===== src/rtl/host_wg_dispatch.sv =====
// Host-side workgroup dispatcher: issues num_wg WG requests for a kernel launch,
// bounds the number of outstanding WGs, and pulses done once all have completed.
module host_wg_dispatch #(
    parameter int WG_ID_W      = 32,
    parameter int WF_CNT_W     = 4,
    parameter int ADDR_W       = 32,
    parameter int MAX_INFLIGHT = 8
) (
    input  logic                                clk,
    input  logic                                rst_n,

    input  logic                                knl_start_i,
    output logic                                knl_busy_o,
    output logic                                knl_done_o,
    input  logic [WG_ID_W-1:0]                  knl_num_wg_i,
    input  logic [WG_ID_W-1:0]                  knl_wg_id_base_i,
    input  logic [WF_CNT_W-1:0]                 knl_num_wf_i,
    input  logic [ADDR_W-1:0]                   knl_start_pc_i,
    input  logic [ADDR_W-1:0]                   knl_csr_knl_i,
    input  logic [ADDR_W-1:0]                   knl_pds_base_i,
    input  logic [ADDR_W-1:0]                   knl_pds_stride_i,

    output logic                                host_req_valid_o,
    input  logic                                host_req_ready_i,
    output logic [WG_ID_W-1:0]                  host_req_wg_id_o,
    output logic [WF_CNT_W-1:0]                 host_req_num_wf_o,
    output logic [ADDR_W-1:0]                   host_req_start_pc_o,
    output logic [ADDR_W-1:0]                   host_req_pds_baseaddr_o,
    output logic [ADDR_W-1:0]                   host_req_csr_knl_o,

    input  logic                                host_rsp_valid_i,
    output logic                                host_rsp_ready_o,
    input  logic [WG_ID_W-1:0]                  host_rsp_wg_id_i,

    output logic [$clog2(MAX_INFLIGHT+1)-1:0]   inflight_o,
    output logic                                err_o
);

    localparam int IFL_W = $clog2(MAX_INFLIGHT + 1);
    localparam logic [IFL_W-1:0] MAX_CNT = IFL_W'(MAX_INFLIGHT);

    typedef enum logic [1:0] {IDLE, ISSUE, DRAIN, DONE} state_t;

    state_t                state_q, state_d;
    logic [WG_ID_W-1:0]    num_wg_q, wg_id_base_q, issued_q, issued_inc;
    logic [WF_CNT_W-1:0]   num_wf_q;
    logic [ADDR_W-1:0]     start_pc_q, csr_knl_q, pds_stride_q, pds_acc_q;
    logic [IFL_W-1:0]      inflight_q;
    logic                  err_q;
    logic                  start_acc, req_valid, rsp_ready, req_hs, rsp_hs;

    // Completion IDs are not checked against issued IDs; only the count matters.
    logic unused_rsp_id;
    assign unused_rsp_id = ^host_rsp_wg_id_i;

    assign issued_inc = issued_q + 1'b1;
    assign start_acc  = (state_q == IDLE) && knl_start_i;
    assign req_hs     = req_valid && host_req_ready_i;
    assign rsp_hs     = rsp_ready && host_rsp_valid_i;

    always_ff @(posedge clk or negedge rst_n) begin
        if (!rst_n) state_q <= IDLE;
        else        state_q <= state_d;
    end

    always_comb begin
        state_d    = state_q;
        req_valid  = 1'b0;
        rsp_ready  = 1'b0;
        knl_busy_o = 1'b1;
        knl_done_o = 1'b0;
        case (state_q)
            IDLE: begin
                knl_busy_o = 1'b0;
                if (knl_start_i)
                    state_d = (knl_num_wg_i == '0) ? DONE : ISSUE;
            end
            ISSUE: begin
                rsp_ready = 1'b1;
                req_valid = (issued_q < num_wg_q) && (inflight_q < MAX_CNT);
                if (req_valid && host_req_ready_i && (issued_inc == num_wg_q))
                    state_d = DRAIN;
            end
            DRAIN: begin
                rsp_ready = 1'b1;
                if (inflight_q == '0)
                    state_d = DONE;
            end
            DONE: begin
                knl_done_o = 1'b1;
                state_d    = IDLE;
            end
            default: state_d = IDLE;
        endcase
    end

    always_ff @(posedge clk or negedge rst_n) begin
        if (!rst_n) begin
            num_wg_q     <= '0;
            wg_id_base_q <= '0;
            num_wf_q     <= '0;
            start_pc_q   <= '0;
            csr_knl_q    <= '0;
            pds_stride_q <= '0;
            pds_acc_q    <= '0;
            issued_q     <= '0;
            inflight_q   <= '0;
            err_q        <= 1'b0;
        end else if (start_acc) begin
            num_wg_q     <= knl_num_wg_i;
            wg_id_base_q <= knl_wg_id_base_i;
            num_wf_q     <= knl_num_wf_i;
            start_pc_q   <= knl_start_pc_i;
            csr_knl_q    <= knl_csr_knl_i;
            pds_stride_q <= knl_pds_stride_i;
            pds_acc_q    <= knl_pds_base_i;
            issued_q     <= '0;
            inflight_q   <= '0;
            err_q        <= 1'b0;
        end else begin
            // PDS address is accumulated per issue instead of multiplied out.
            if (req_hs) begin
                issued_q  <= issued_inc;
                pds_acc_q <= pds_acc_q + pds_stride_q;
            end
            if (req_hs && !rsp_hs)
                inflight_q <= inflight_q + 1'b1;
            else if (rsp_hs && !req_hs) begin
                if (inflight_q == '0) err_q      <= 1'b1;
                else                  inflight_q <= inflight_q - 1'b1;
            end
        end
    end

    assign host_req_valid_o        = req_valid;
    assign host_rsp_ready_o        = rsp_ready;
    assign host_req_wg_id_o        = wg_id_base_q + issued_q;
    assign host_req_num_wf_o       = num_wf_q;
    assign host_req_start_pc_o     = start_pc_q;
    assign host_req_csr_knl_o      = csr_knl_q;
    assign host_req_pds_baseaddr_o = pds_acc_q;
    assign inflight_o              = inflight_q;
    assign err_o                   = err_q;

endmodule

===== config.mk =====
export PLATFORM = sky130hd
export DESIGN_NAME = host_wg_dispatch
export DESIGN_NICKNAME = d
export VERILOG_FILES = /design/src/rtl/host_wg_dispatch.sv
export SDC_FILE = /design/constraint.sdc
export NUM_CORES = 1
export LEC_CHECK = 0
export ABC_AREA = 1
export CELL_PAD_IN_SITES_DETAIL_PLACEMENT = 1
export CELL_PAD_IN_SITES_GLOBAL_PLACEMENT = 2
export CORE_ASPECT_RATIO = 1.4
export CORE_MARGIN = 2
export CORE_UTILIZATION = 30
export CTS_CLUSTER_SIZE = 16
export DETAILED_ROUTE_END_ITERATION = 7
export PLACE_DENSITY = 0.93
export SYNTH_ARGS = -nofsm -noshare
export SYNTH_HDL_FRONTEND = slang
export SYNTH_SLANG_ARGS = --single-unit

===== constraint.sdc =====
create_clock -name clk -period 5.9 [get_ports clk]
set_clock_uncertainty 0.2 [all_clocks]
set_input_delay 0.885 -clock clk [delete_from_list [all_inputs] [get_ports clk]]
set_output_delay 0.885 -clock clk [all_outputs]
set_load 0.01 [all_outputs]

After elaboration in Yosys (flattened, before gate mapping)
Cells that the tools add are included.

Flip-flop bits (word level): 235. Input bits: 233. Output and inout bits: 141. Word-level logic and storage cells: 69.

Add/sub/neg operators: 5. Order comparisons: 2. Equality and inequality tests: 9. Mux-type cells: 21. Reduce and logical (&&, ||, !) cells: 21.

Operators by type and width (number): two-way mux 32 bit (4); adder 32 bit (2); adder 32 x 1 -> 32 bit, second input constant (1); == test 32 bit (1); logical NOT 32 bit (1); less-than comparator 32 bit (1); two-way mux 4 bit (4); logical AND 1 bit (8); two-way mux 1 bit (8); two-way mux 2 bit (4); inequality test 2 bit, second input constant (4); case mux 2 bit (4 select lines) (1); AND reduction 3 bit (2); nonzero test 2 bit (3); adder 4 x 1 -> 4 bit, second input constant (1); == test 2 bit, second input constant (2); logical NOT 4 bit (1); less-than comparator 4 bit, second input constant (1); subtractor 4 x 1 -> 4 bit, second input constant (1); inequality test 3 x 2 -> 1 bit, second input constant (1); nonzero test 3 bit (1); == test 2 x 1 -> 1 bit, second input constant (1); logical NOT 1 bit (2); logical NOT 2 bit (1); other kinds (2) (2).

Longest topological paths before layout
Gate-level depths: netlist of the first run.

Word-level depth: 9. Mapped depth: 20. Gate-level depth less buffers: 20.

Worst setup path before layout of the first run
Ideal clock, no wire load.

Kind: register -> output. From: register issued_q[0]. To: output port host_req_wg_id_o[24]. Arrival: 2.288 ns. Required time: 4.815 ns. Setup slack: 2.527 ns. Cell stages (with the launch flop): 14. Cells stage by stage: dfrtp_1 > ha_1 > inv_1 > fa_1 > o21ai_1 > nand2_1 > nand3_1 > nand3_1 > nand2_1 > a21boi_1 > o21bai_1 > nand2_1 > o21ai_1 > xor2_1.

Word-level cells in the longest chain between the ends: 1.

RTL lines: from (decl) (line 45) `logic [WG_ID_W-1:0] num_wg_q, wg_id_base_q, issued_q, issued_inc;`; from (signal assigned) (line 123) `issued_q <= issued_inc;`; adder 32 bit (line 137) `assign host_req_wg_id_o = wg_id_base_q + issued_q;`; to (decl) (line 25) `output logic [WG_ID_W-1:0] host_req_wg_id_o,`.

Every way passes these cells.

Worst setup path in the final report of the first run
Ends and elaborated chain as after synthesis.

==> results.md, run 1 <==
- Max Cap Viol: 0
- Syn Nets: 2404
- Post-CTS Setup Repair Bufs: 0
- # resized after CTS: 0
- Worst r2r path cells: 16
- Unique cell type count in the Yosys netlist: 49
- Post-synth EDFFs: 0
- Largest net degree at the start of global routing: 122
- Min Tclk post-route: 5.107 ns
- Initial core utilization: 30.46%
- Layout cells sized above 1: 4.277%
- Detail Placement HPWL: 44.15 mm
- Post-synthesis mux area share: 0%
- DR iter-0 viols: 621
- Combinational power share: 56.0%
- Tcrit/Tclk final: 86.55%
- Die Width: 192.7 microns
- Switch share: 45.10%
- Clk pwr share: 17.2%
- Warnings from Yosys: 0
- Psw: 4.890 mW
- Root buffer cell: clkbuf_16
- Clk Latency, worst-skew pair: 0.57 ns
- Number of global-route vias before repair: 16710
- CP Data Arrival Time: 4.02 ns
- Cell accounting for the most synthesized area: dfrtp_1
- Area of the multi-input gates: 0.008227 sq mm
- Worst slew margin: 33.34%
- Synth Area in Simple Gates: 31.01%
- TritonCTS Sinks: 235
- # hold bufs at CTS: 0
- Compound-cell area share of the yosys netlist: 11.45%
- # nets final: 2726
- CTS Buf Count: 28
- Slew @ Worst Pin: 0.9999 ns
- Hold Crit Class: input port to async pin
- R2R Setup Slk: 2.11 ns
- CP Capture Type: primary output
- Status: finished clean
- Most frequent cells in the layout: nand2_1 (829), clkdlybuf4s50_1 (340), dfrtp_1 (235), inv_1 (163), o21ai_0 (131)
- Yosys reg bits: 235
- CTS tree: built
- Xor/xnor share of the synthesized area: 3.546%
- Setup TNS: 0 ns
- Mapped cell area: 0.01496 sq mm
- Antenna Nets Post-Route: 0
- Largest family of logic cells by synthesized area: simple AND/OR/NAND/NOR gates
- RSZ-0062 raised after global routing: no
- Fmax: 195.8 MHz
- CTS Buffer Depth: 3
- Worst hold slack: 0.1409 ns
- Yosys top cell area share: 39.30%
- First-pass GRT wire length: 90.29 mm
- Fillers: 6010
- Max FO, Critical Path: 6
- Vias per Instance: 4.999
- Initial antenna violation count: 9
- Adder-cell area share of the yosys netlist: 8.931%
- WP data required: 4.82 ns
- Area growth, synth to finish: 34.02%
- Total I/O pin count: 374
- Routed WL: 57.67 mm
- Worst Setup Start Kind: flip-flop
- Cell count after synthesis: 2066
- Final setup fails: 0
- Die height: 268.2 microns
- Gr usage total: 22.34%
- Register share of total power: 26.7%
- Leakage power: 9.545 nW
- Worst reg2reg path startpoint: issued_q[5]
- Seq. cell area: 0.005881 sq mm
- Remaining DRCs: 0
- GRT Residual Overflow: 0
- Async set-or-reset flop fraction in the synthesized netlist: 100.0%
- H-tree depth: 1
- Syn avg cell area: 7.242 sq um
- Vias: 15260
- Die area: 0.05170 sq mm
- Worst R2R End: host_req_pds_baseaddr_o[24]
- Util after Layout: 40.82%
- Top FF cell, synth: dfrtp_1
- Gpl congestion: 0.9327
- Tot Pwr: 10.84 mW
- Count of final hold-check violations: 0
- Inst Count DP: 2995
- Avg WL per Cell: 18.89 microns
- DR pass1 iterations: 4
- Setup CP Type: flip-flop to primary output
- Cell Pwr Density: 540.8 mW/mm^2
- Seq/Total Area, Yosys: 39.30%
- Core box area: 0.04913 sq mm
- I/O Buffers: 341
- Most common cell after layout, fill and taps aside: nand2_1
- Slew Viols, Final: 0
- Int Pwr: 5.954 mW
- FP Rows: 96
- Fin cells: 3053
- Largest cells by area after synthesis: dfrtp_1 (39%), nand2_1 (21%), ha_1 (8.5%)
- Worst VDD drop: 0.0002819 V
- Worst-path clk slew: 0.06 ns
==> area by class of cell <==
class                   instances  area share [%]
diodes                          8         0.09984
clock inverters                11          0.7301
multi-input cells            1607           41.03
well taps                     637           3.975
flip-flops and latches        235           29.33
clock buffers                  39           4.106
repair buffers                351           17.61
inverters                     165           3.126
==> per-stage QoR <==
step	setup slack (ns)	instance area [sq um]
2_1_floorplan	2.527	14960
3_3_place_gp	1.463	19060
3_5_place_dp	1.392	19060
4_1_cts	0.7688	20030
5_1_grt	0.4694	20040
6_report	0.7933	20050
==> flip-flops by register name, indices dropped and copies added (netlist names) <==
register                 cells
pds_stride_q                32
host_req_csr_knl_o          32
state_q                      2
num_wg_q                    32
inflight_o                   4
host_req_num_wf_o            4
host_req_start_pc_o         32
issued_q                    32
err_o                        1
host_req_pds_baseaddr_o     32
wg_id_base_q                32
==> logic make-up (layout without fill, tap and decap cells) <==
logic type | Yosys count | count (layout)
and+or+nand+nor | 1136 | 1136
AOI/OAI and AO/OA | 307 | 307
DFF | 235 | 235
buffers and inverters | 224 | 566
adders and majority gates | 105 | 105
xor gates and xnor gates | 59 | 59
other | 0 | 8
==> layer usage <==
metal / wire, microns / global-route usage (%) / up-vias
li1: - / - / 7345
met4: 1939 / 7.943 / 6
met3: 3481 / 5.146 / 98
met1: 22100 / 23.99 / 7438
met2: 30110 / 42.16 / 374
met5: 37 / 0 / -
==> worst max-delay path, cell delays in order, from the launching register on <==
cell             delay [ns]
dfrtp_1                0.51
ha_1                   0.24
inv_1                  0.06
fa_1                   0.42
o21ai_1                0.25
nand2_1                0.09
nand3_1                0.19
nand3_1                0.10
nand2_1                0.14
a21boi_1               0.11
o21bai_1               0.27
nand2_1                0.17
o21ai_1                0.19
xor2_1                 0.16
clkdlybuf4s50_1        0.55
==> Yosys cell counts, drive strengths merged, types with 2 or more instances <==
| library cell | instances |
|---|---|
| dfrtp | 235 |
| o21ai | 140 |
| ha | 102 |
| or2 | 10 |
| o21bai | 7 |
| a221oi | 3 |
| o211ai | 3 |
| a21o | 9 |
| fa | 3 |
| xor2 | 39 |
| o221ai | 2 |
| nand3b | 5 |
| xnor2 | 19 |
| o21a | 5 |
| a31oi | 8 |
| nand2 | 840 |
| clkbuf | 44 |
| a21boi | 3 |
| o22ai | 2 |
| nor2 | 143 |
| o31ai | 20 |
| nand3 | 96 |
| nor3 | 13 |
| nand4 | 15 |
| nor4 | 12 |
| a21oi | 100 |
| buf | 15 |
| inv | 165 |
==> worst max path at each step <==
| stage | depth (start not counted) | startpoint | endpoint | slack [ns] |
|---|---|---|---|---|
| finish | 14 | issued_q[0] | host_req_wg_id_o[24] | 0.79 |
| global route | 14 | issued_q[0] | host_req_wg_id_o[24] | 0.47 |
| CTS | 14 | issued_q[0] | host_req_wg_id_o[24] | 0.77 |
| detailed placement | 14 | issued_q[0] | host_req_wg_id_o[24] | 1.39 |
| global placement | 14 | issued_q[0] | host_req_wg_id_o[24] | 1.46 |
| floorplan | 13 | issued_q[0] | host_req_wg_id_o[24] | 2.53 |
==> power groups by stage <==
stage          Sequential, mW  Combinational (mW)  Clock (mW)
2_1_floorplan            2.89                3.47           0
3_3_place_gp             2.88                5.90           0
3_5_place_dp             2.91                6.09           0
4_1_cts                  2.91                6.15        1.92
5_1_grt                  2.99                6.83        1.98
6_report                 2.90                6.07        1.87
Note: power is estimated with default switching activity, not from simulation.
==> inputs of run 2 (changes only) <==
Settings changed: CORE_UTILIZATION 30 to 28, PLACE_DENSITY 0.93 to 0.88.
Clock period 5.9 ns to 5.6 ns, I/O delays scaled along.
==> results.md, run 2 (synthesis gave the netlist of run 1 again) <==
- Most common cell after layout, fill and taps aside: nand2_1 (unchanged)
- Max Cap Viol: 0 (unchanged)
- Crit-path max cell delay: 0.55 ns (about the same)
- CP Capture Type: primary output (unchanged)
- Int Pwr: 6.365 mW (was 5.954 mW)
- R2R Setup Slk: 2.15 ns (was 2.11 ns)
- Avg WL per Cell: 18.66 microns (was 18.89 microns)
- Worst-path clk slew: 0.06 ns (about the same)
- Total I/O pin count: 374 (unchanged)
- GRT Residual Overflow: 0 (unchanged)
- Worst Setup SP: issued_q[0] (unchanged)
- Worst hold slack: 0.1051 ns (was 0.1409 ns)
- Vias: 15000 (was 15260)
- CTS tree: built (unchanged)
- Tot Pwr: 11.49 mW (was 10.84 mW)
- Combinational power share: 55.8% (was 56.0%)
- Fillers: 6567 (was 6010)
- FP Rows: 100 (was 96)
- Placement Cell Area: 0.01915 sq mm (was 0.01906 sq mm)
- Crit path to: host_req_wg_id_o[24] (unchanged)
- Count of final hold-check violations: 0 (unchanged)
- CP Depth: 14 (unchanged)
- Layout cells sized above 1: 4.236% (was 4.277%)
- CP Data Arrival Time: 3.96 ns (was 4.02 ns)
- Psw: 5.124 mW (was 4.890 mW)
- Die area: 0.05533 sq mm (was 0.05170 sq mm)
- Hold Crit Class: input port to async pin (unchanged)
- Routed WL: 58.29 mm (was 57.67 mm)
- TritonCTS Sinks: 235 (unchanged)
- # resized after CTS: 0 (unchanged)
- CTS Buf Count: 29 (was 28)
- Register share of total power: 26.4% (was 26.7%)
- Gpl congestion: 0.8899 (was 0.9327)
- Initial antenna violation count: 5 (was 9)
- I/O Buffers: 341 (unchanged)
- Worst reg2reg path startpoint: issued_q[5] (unchanged)
- Die Width: 199.4 microns (was 192.7 microns)
- Most frequent cell on the critical path: nand2_1 (unchanged)
- Clk pwr share: 17.7% (was 17.2%)
- Status: finished clean (unchanged)
- Worst R2R End: inflight_o[3] (was host_req_pds_baseaddr_o[24])
- Core box area: 0.05305 sq mm (was 0.04913 sq mm)
- CTS Buffer Depth: 3 (unchanged)
- Detail Placement HPWL: 45.40 mm (was 44.15 mm)
- Worst-path cell chain: ha_1 -> inv_1 -> fa_1 -> o21ai_1 -> nand2_1 -> nand3_1 -> nand3_1 -> nand2_1 -> a21boi_1 -> o21bai_1 -> nand2_1 -> o21ai_1 -> xor2_1 -> clkdlybuf4s50_1 (unchanged)
- Most frequent cells in the layout: nand2_1 (829), clkdlybuf4s50_1 (340), dfrtp_1 (235), inv_1 (163), o21ai_0 (131) (unchanged)
- Cell Pwr Density: 569.7 mW/mm^2 (was 540.8 mW/mm^2)
- Max FO, Critical Path: 6 (unchanged)
- Fmax: 200.1 MHz
- Final setup fails: 0 (unchanged)
- DR pass1 iterations: 4 (unchanged)
- Remaining DRCs: 0 (unchanged)
- Largest net degree at the start of global routing: 132 (was 122)
- Worst Setup Start Kind: flip-flop (unchanged)
- Vias per Instance: 4.800 (was 4.999)
- Tcrit/Tclk final: 89.25%
- Area growth, synth to finish: 34.80% (was 34.02%)
- RSZ-0062 raised after global routing: no (unchanged)
- Min Tclk post-route: 4.998 ns
- Antenna Nets Post-Route: 0 (unchanged)
- Initial core utilization: 28.20% (was 30.46%)
- WP data required: 4.56 ns (was 4.82 ns)
- CP Buf/Inv Count: 2 (unchanged)
- Gr usage total: 21.20% (was 22.34%)
- CP max stage cell: clkdlybuf4s50_1 (unchanged)
- CP delay by family, top: compound AO/OA/AOI/OAI gates (unchanged)
- Setup CP Type: flip-flop to primary output (unchanged)
- Slew @ Worst Pin: 0.9786 ns (was 0.9999 ns)
- H-tree depth: 1 (unchanged)
- Die height: 277.5 microns (was 268.2 microns)
- # nets final: 2726 (unchanged)
- Root buffer cell: clkbuf_16 (unchanged)
- DR iter-0 viols: 379 (was 621)
- Post-CTS Setup Repair Bufs: 0 (unchanged)
- First-pass GRT wire length: 91.58 mm (was 90.29 mm)
- Setup TNS: 0 ns (unchanged)
- Worst VDD drop: 0.0002684 V (was 0.0002819 V)
- # hold bufs at CTS: 0 (unchanged)
- Switch share: 44.60% (was 45.10%)
- Number of global-route vias before repair: 16590 (was 16710)
- Design Area, Final: 0.02017 sq mm (was 0.02005 sq mm)
- Slew Viols, Final: 0 (unchanged)
- Clk Latency, worst-skew pair: 0.57 ns (about the same)
- Worst slew margin: 34.76% (was 33.34%)
- Worst r2r path cells: 18 (was 16)
- Leakage power: 9.580 nW (was 9.545 nW)
[run 2: changes by cell type in the layout (fill, tap and decap cells not counted)]
cell	previous run	this run
diode_2	8	2
clkinv_2	2	6
clkinvlp_4	5	1
bufinv_16	3	6
clkbuf_8	6	3
buf_4	7	6
clkbuf_1	4	5
[run 2: power by group through the flow]
stage	registers, mW	logic (mW)	clock network, mW
finish	3.04	6.42	2.04
CTS	3.05	6.52	2.10
global route	3.13	7.22	2.16
detailed placement	3.05	6.47	0
global placement	3.03	6.30	0
floorplan	3.05	3.66	0
[run 2: area by class of cell]
cell class / instances / area (sq um) / area share (%)
antenna: 2 / 5.005 / 0.02482
clock inverter: 14 / 226.5 / 1.123
inverter: 165 / 626.9 / 3.108
timing repair buffer: 350 / 3523 / 17.47
tap: 714 / 893.4 / 4.430
sequential: 235 / 5881 / 29.16
clock buffer: 37 / 785.8 / 3.896
multi-input combinational: 1607 / 8227 / 40.79
[run 2: worst min path at each step]
stage                       startpoint                          end  slack [ns]  cells past startpoint
6_report                         rst_n        host_req_csr_knl_o[4]        0.11                      1
4_1_cts                          rst_n  host_req_pds_baseaddr_o[14]        0.16                      1
2_1_floorplan          pds_stride_q[0]              pds_stride_q[0]        0.25                      2
3_3_place_gp   host_req_start_pc_o[10]      host_req_start_pc_o[10]        0.26                      2
3_5_place_dp   host_req_start_pc_o[22]      host_req_start_pc_o[22]        0.27                      2
5_1_grt                          rst_n  host_req_pds_baseaddr_o[17]        0.17                      1
[run 2: through the flow]
stage,setup slack [ns],utilization [%],std cells
2_1_floorplan,2.272,-,2066
3_3_place_gp,1.153,36.10,3071
3_5_place_dp,1.141,36.10,3071
4_1_cts,0.5067,38.01,3122
5_1_grt,0.3010,38.02,3124
6_report,0.6021,38.02,3124
[run 2: worst reg2reg max path, cell delays in order, from the launching register on]
cell,delay (ns)
dfrtp_1,0.54
ha_1,0.32
a21oi_1,0.13
nor2_1,0.06
nor2_1,0.08
nand3_1,0.09
nand2_1,0.06
nand2_1,0.15
nand2_1,0.13
nand2_1,0.10
nor2_2,0.15
nand3_1,0.21
ha_1,0.38
a21oi_1,0.16
nand2_1,0.08
xor2_1,0.15
xor2_1,0.18
nand3_1,0.08
nand2_1,0.07
[run 2: routing by layer]
metal | share of wire [%] | up-vias | track usage, %
met1 | 39 | 7236 | 23.31
li1 | - | 7315 | -
met5 | 0.045 | - | 0
met4 | 3.5 | 4 | 7.293
met3 | 5.5 | 93 | 4.243
met2 | 53 | 347 | 39.82
==> inputs of run 3 (changes only) <==
Settings changed: CTS_CLUSTER_DIAMETER from default to 120.
==> results.md, run 3 (synthesis gave the netlist of run 1 again) <==
- I/O Buffers: 341 (unchanged)
- Slew @ Worst Pin: 0.9524 ns (was 0.9786 ns)
- Avg WL per Cell: 18.76 microns (was 18.66 microns)
- Max Cap Viol: 0 (unchanged)
- CP delay by family, top: compound AO/OA/AOI/OAI gates (unchanged)
- Initial core utilization: 28.20% (unchanged)
- Remaining DRCs: 0 (unchanged)
- Leakage power: 9.317 nW (was 9.580 nW)
- Placement Cell Area: 0.01915 sq mm (unchanged)
- DR pass1 iterations: 4 (unchanged)
- Design Area, Final: 0.01964 sq mm (was 0.02017 sq mm)
- Slew Viols, Final: 0 (unchanged)
- Fillers: 6601 (was 6567)
- Worst Setup Start Kind: flip-flop (unchanged)
- Crit-path max cell delay: 0.55 ns (about the same)
- Setup TNS: 0 ns (unchanged)
- CTS Buffer Depth: 3 (unchanged)
- # nets final: 2715 (was 2726)
- Core box area: 0.05305 sq mm (unchanged)
- Layout cells sized above 1: 3.197% (was 4.236%)
- Vias: 14880 (was 15000)
- Vias per Instance: 4.813 (was 4.800)
- Status: finished clean (unchanged)
- Most frequent cells in the layout: nand2_1 (829), clkdlybuf4s50_1 (340), dfrtp_1 (235), inv_1 (163), o21ai_0 (131) (unchanged)
- Pre-CTS setup slack: 1.141 ns (unchanged)
- TritonCTS Sinks: 235 (unchanged)
- Total I/O pin count: 374 (unchanged)
- Clk Latency, worst-skew pair: 0.54 ns (was 0.57 ns)
- # resized after CTS: 0 (unchanged)
- Fmax: 201.1 MHz (was 200.1 MHz)
- Antenna Nets Post-Route: 0 (unchanged)
- Worst R2R End: inflight_o[3] (unchanged)
- Routed WL: 58.01 mm (was 58.29 mm)
- Worst-path cell chain: ha_1 -> inv_1 -> fa_1 -> o21ai_1 -> nand2_1 -> nand3_1 -> nand3_1 -> nand2_1 -> a21boi_1 -> o21bai_1 -> nand2_1 -> o21ai_1 -> xor2_1 -> clkdlybuf4s50_1 (unchanged)
- CTS Buf Count: 18 (was 29)
- Worst Setup SP: issued_q[0] (unchanged)
- Count of final hold-check violations: 0 (unchanged)
- Min Tclk post-route: 4.972 ns (was 4.998 ns)
- Setup WS post-layout: 0.6284 ns (was 0.6021 ns)
- # hold bufs at CTS: 0 (unchanged)
- Worst reg2reg path startpoint: issued_q[5] (unchanged)
- Most frequent cell on the critical path: nand2_1 (unchanged)
- Crit path to: host_req_wg_id_o[24] (unchanged)
- H-tree depth: 1 (unchanged)
- Cell Pwr Density: 545.8 mW/mm^2 (was 569.7 mW/mm^2)
- CP Buf/Inv Count: 2 (unchanged)
- Area growth, synth to finish: 31.24% (was 34.80%)
- Gpl congestion: 0.8899 (unchanged)
- Initial antenna violation count: 4 (was 5)
- Worst r2r path cells: 18 (unchanged)
- CP max stage cell: clkdlybuf4s50_1 (unchanged)
- Max FO, Critical Path: 6 (unchanged)
- CP Data Arrival Time: 3.93 ns (was 3.96 ns)
- R2R Setup Slk: 2.19 ns (was 2.15 ns)
- Root buffer cell: clkbuf_16 (unchanged)
- Worst hold slack: 0.1468 ns (was 0.1051 ns)
- Gr usage total: 21.05% (was 21.20%)
- Worst slew margin: 36.50% (was 34.76%)
- Die Width: 199.4 microns (unchanged)
- WP data required: 4.56 ns (about the same)
- CTS tree: built (unchanged)
- Hold Crit Class: input port to async pin (unchanged)
- FP Rows: 100 (unchanged)
- Tot Pwr: 10.72 mW (was 11.49 mW)
- Die height: 277.5 microns (unchanged)
- Number of global-route vias before repair: 16390 (was 16590)
- CP Depth: 14 (unchanged)
- Setup CP Type: flip-flop to primary output (unchanged)
- Most common cell after layout, fill and taps aside: nand2_1 (unchanged)
- Die area: 0.05533 sq mm (unchanged)
- Tcrit/Tclk final: 88.78% (was 89.25%)
- CP Capture Type: primary output (unchanged)
- DR iter-0 viols: 433 (was 379)
- First-pass GRT wire length: 90.89 mm (was 91.58 mm)
- Worst VDD drop: 0.0002748 V (was 0.0002684 V)
- Detail Placement HPWL: 45.40 mm (unchanged)
- Post-CTS Setup Repair Bufs: 0 (unchanged)
- GRT Residual Overflow: 0 (unchanged)
- RSZ-0062 raised after global routing: no (unchanged)
- Final setup fails: 0 (unchanged)
- Largest net degree at the start of global routing: 132 (unchanged)
- Worst-path clk slew: 0.08 ns (was 0.06 ns)
## run 3: changes by cell type in the layout (fill, tap and decap cells not counted)
cell,change
clkbuf_16,-10
bufinv_16,-6
clkinv_2,-6
clkbuf_1,-5
clkbuf_8,-3
clkinv_4,-1
diode_2,-1
## run 3: metrics by stage
stage	std cells	utilization (%)
finish	3092	37.01
global route	3092	37.01
CTS	3091	37.01
detailed placement	3071	36.10
global placement	3071	36.10
floorplan	2066	-
## run 3: worst reg2reg max path: stages, from the launching register on
cell	delay, ns
dfrtp_1	0.55
ha_1	0.32
a21oi_1	0.14
nor2_1	0.06
nor2_1	0.09
nand3_1	0.09
nand2_1	0.06
nand2_1	0.15
nand2_1	0.13
nand2_1	0.10
nor2_2	0.14
nand3_1	0.21
ha_1	0.38
a21oi_1	0.16
nand2_1	0.08
xor2_1	0.15
xor2_1	0.17
nand3_1	0.08
nand2_1	0.07
## run 3: worst min-delay path by stage
| stage | startpoint | to | slack (ns) | depth (start not counted) |
|---|---|---|---|---|
| global route | rst_n | host_req_csr_knl_o[4] | 0.22 | 1 |
| detailed placement | host_req_start_pc_o[22] | host_req_start_pc_o[22] | 0.27 | 2 |
| global placement | host_req_start_pc_o[10] | host_req_start_pc_o[10] | 0.26 | 2 |
| finish | rst_n | host_req_csr_knl_o[4] | 0.15 | 1 |
| floorplan | pds_stride_q[0] | pds_stride_q[0] | 0.25 | 2 |
| CTS | rst_n | host_req_pds_baseaddr_o[22] | 0.19 | 1 |
## run 3: routing by layer
metal	global-route usage (%)	vias up	wire (microns)
met5	0	-	38
met4	6.781	6	1972
met3	4.109	90	2888
met2	39.70	315	30500
met1	23.28	7188	22610
li1	-	7282	-
## run 3: layout make-up
| type | count | area, sq um | share of cell area (%) |
|---|---|---|---|
| multi-input cells | 1607 | 8227 | 41.90 |
| flip-flops and latches | 235 | 5881 | 29.95 |
| well taps | 714 | 893.4 | 4.550 |
| clock inverters | 1 | 7.507 | 0.03823 |
| inverters | 165 | 626.9 | 3.192 |
| clock buffers | 19 | 475.5 | 2.421 |
| repair buffers | 350 | 3523 | 17.94 |
| diodes | 1 | 2.502 | 0.01274 |
## run 3: report_power, final
part	switching [mW]	internal (mW)	leakage [nW]	total (mW)
sequential	0.586	2.45	2.95	3.03
combinational	3.75	2.66	6.13	6.41
clock	0.672	0.603	0.234	1.28
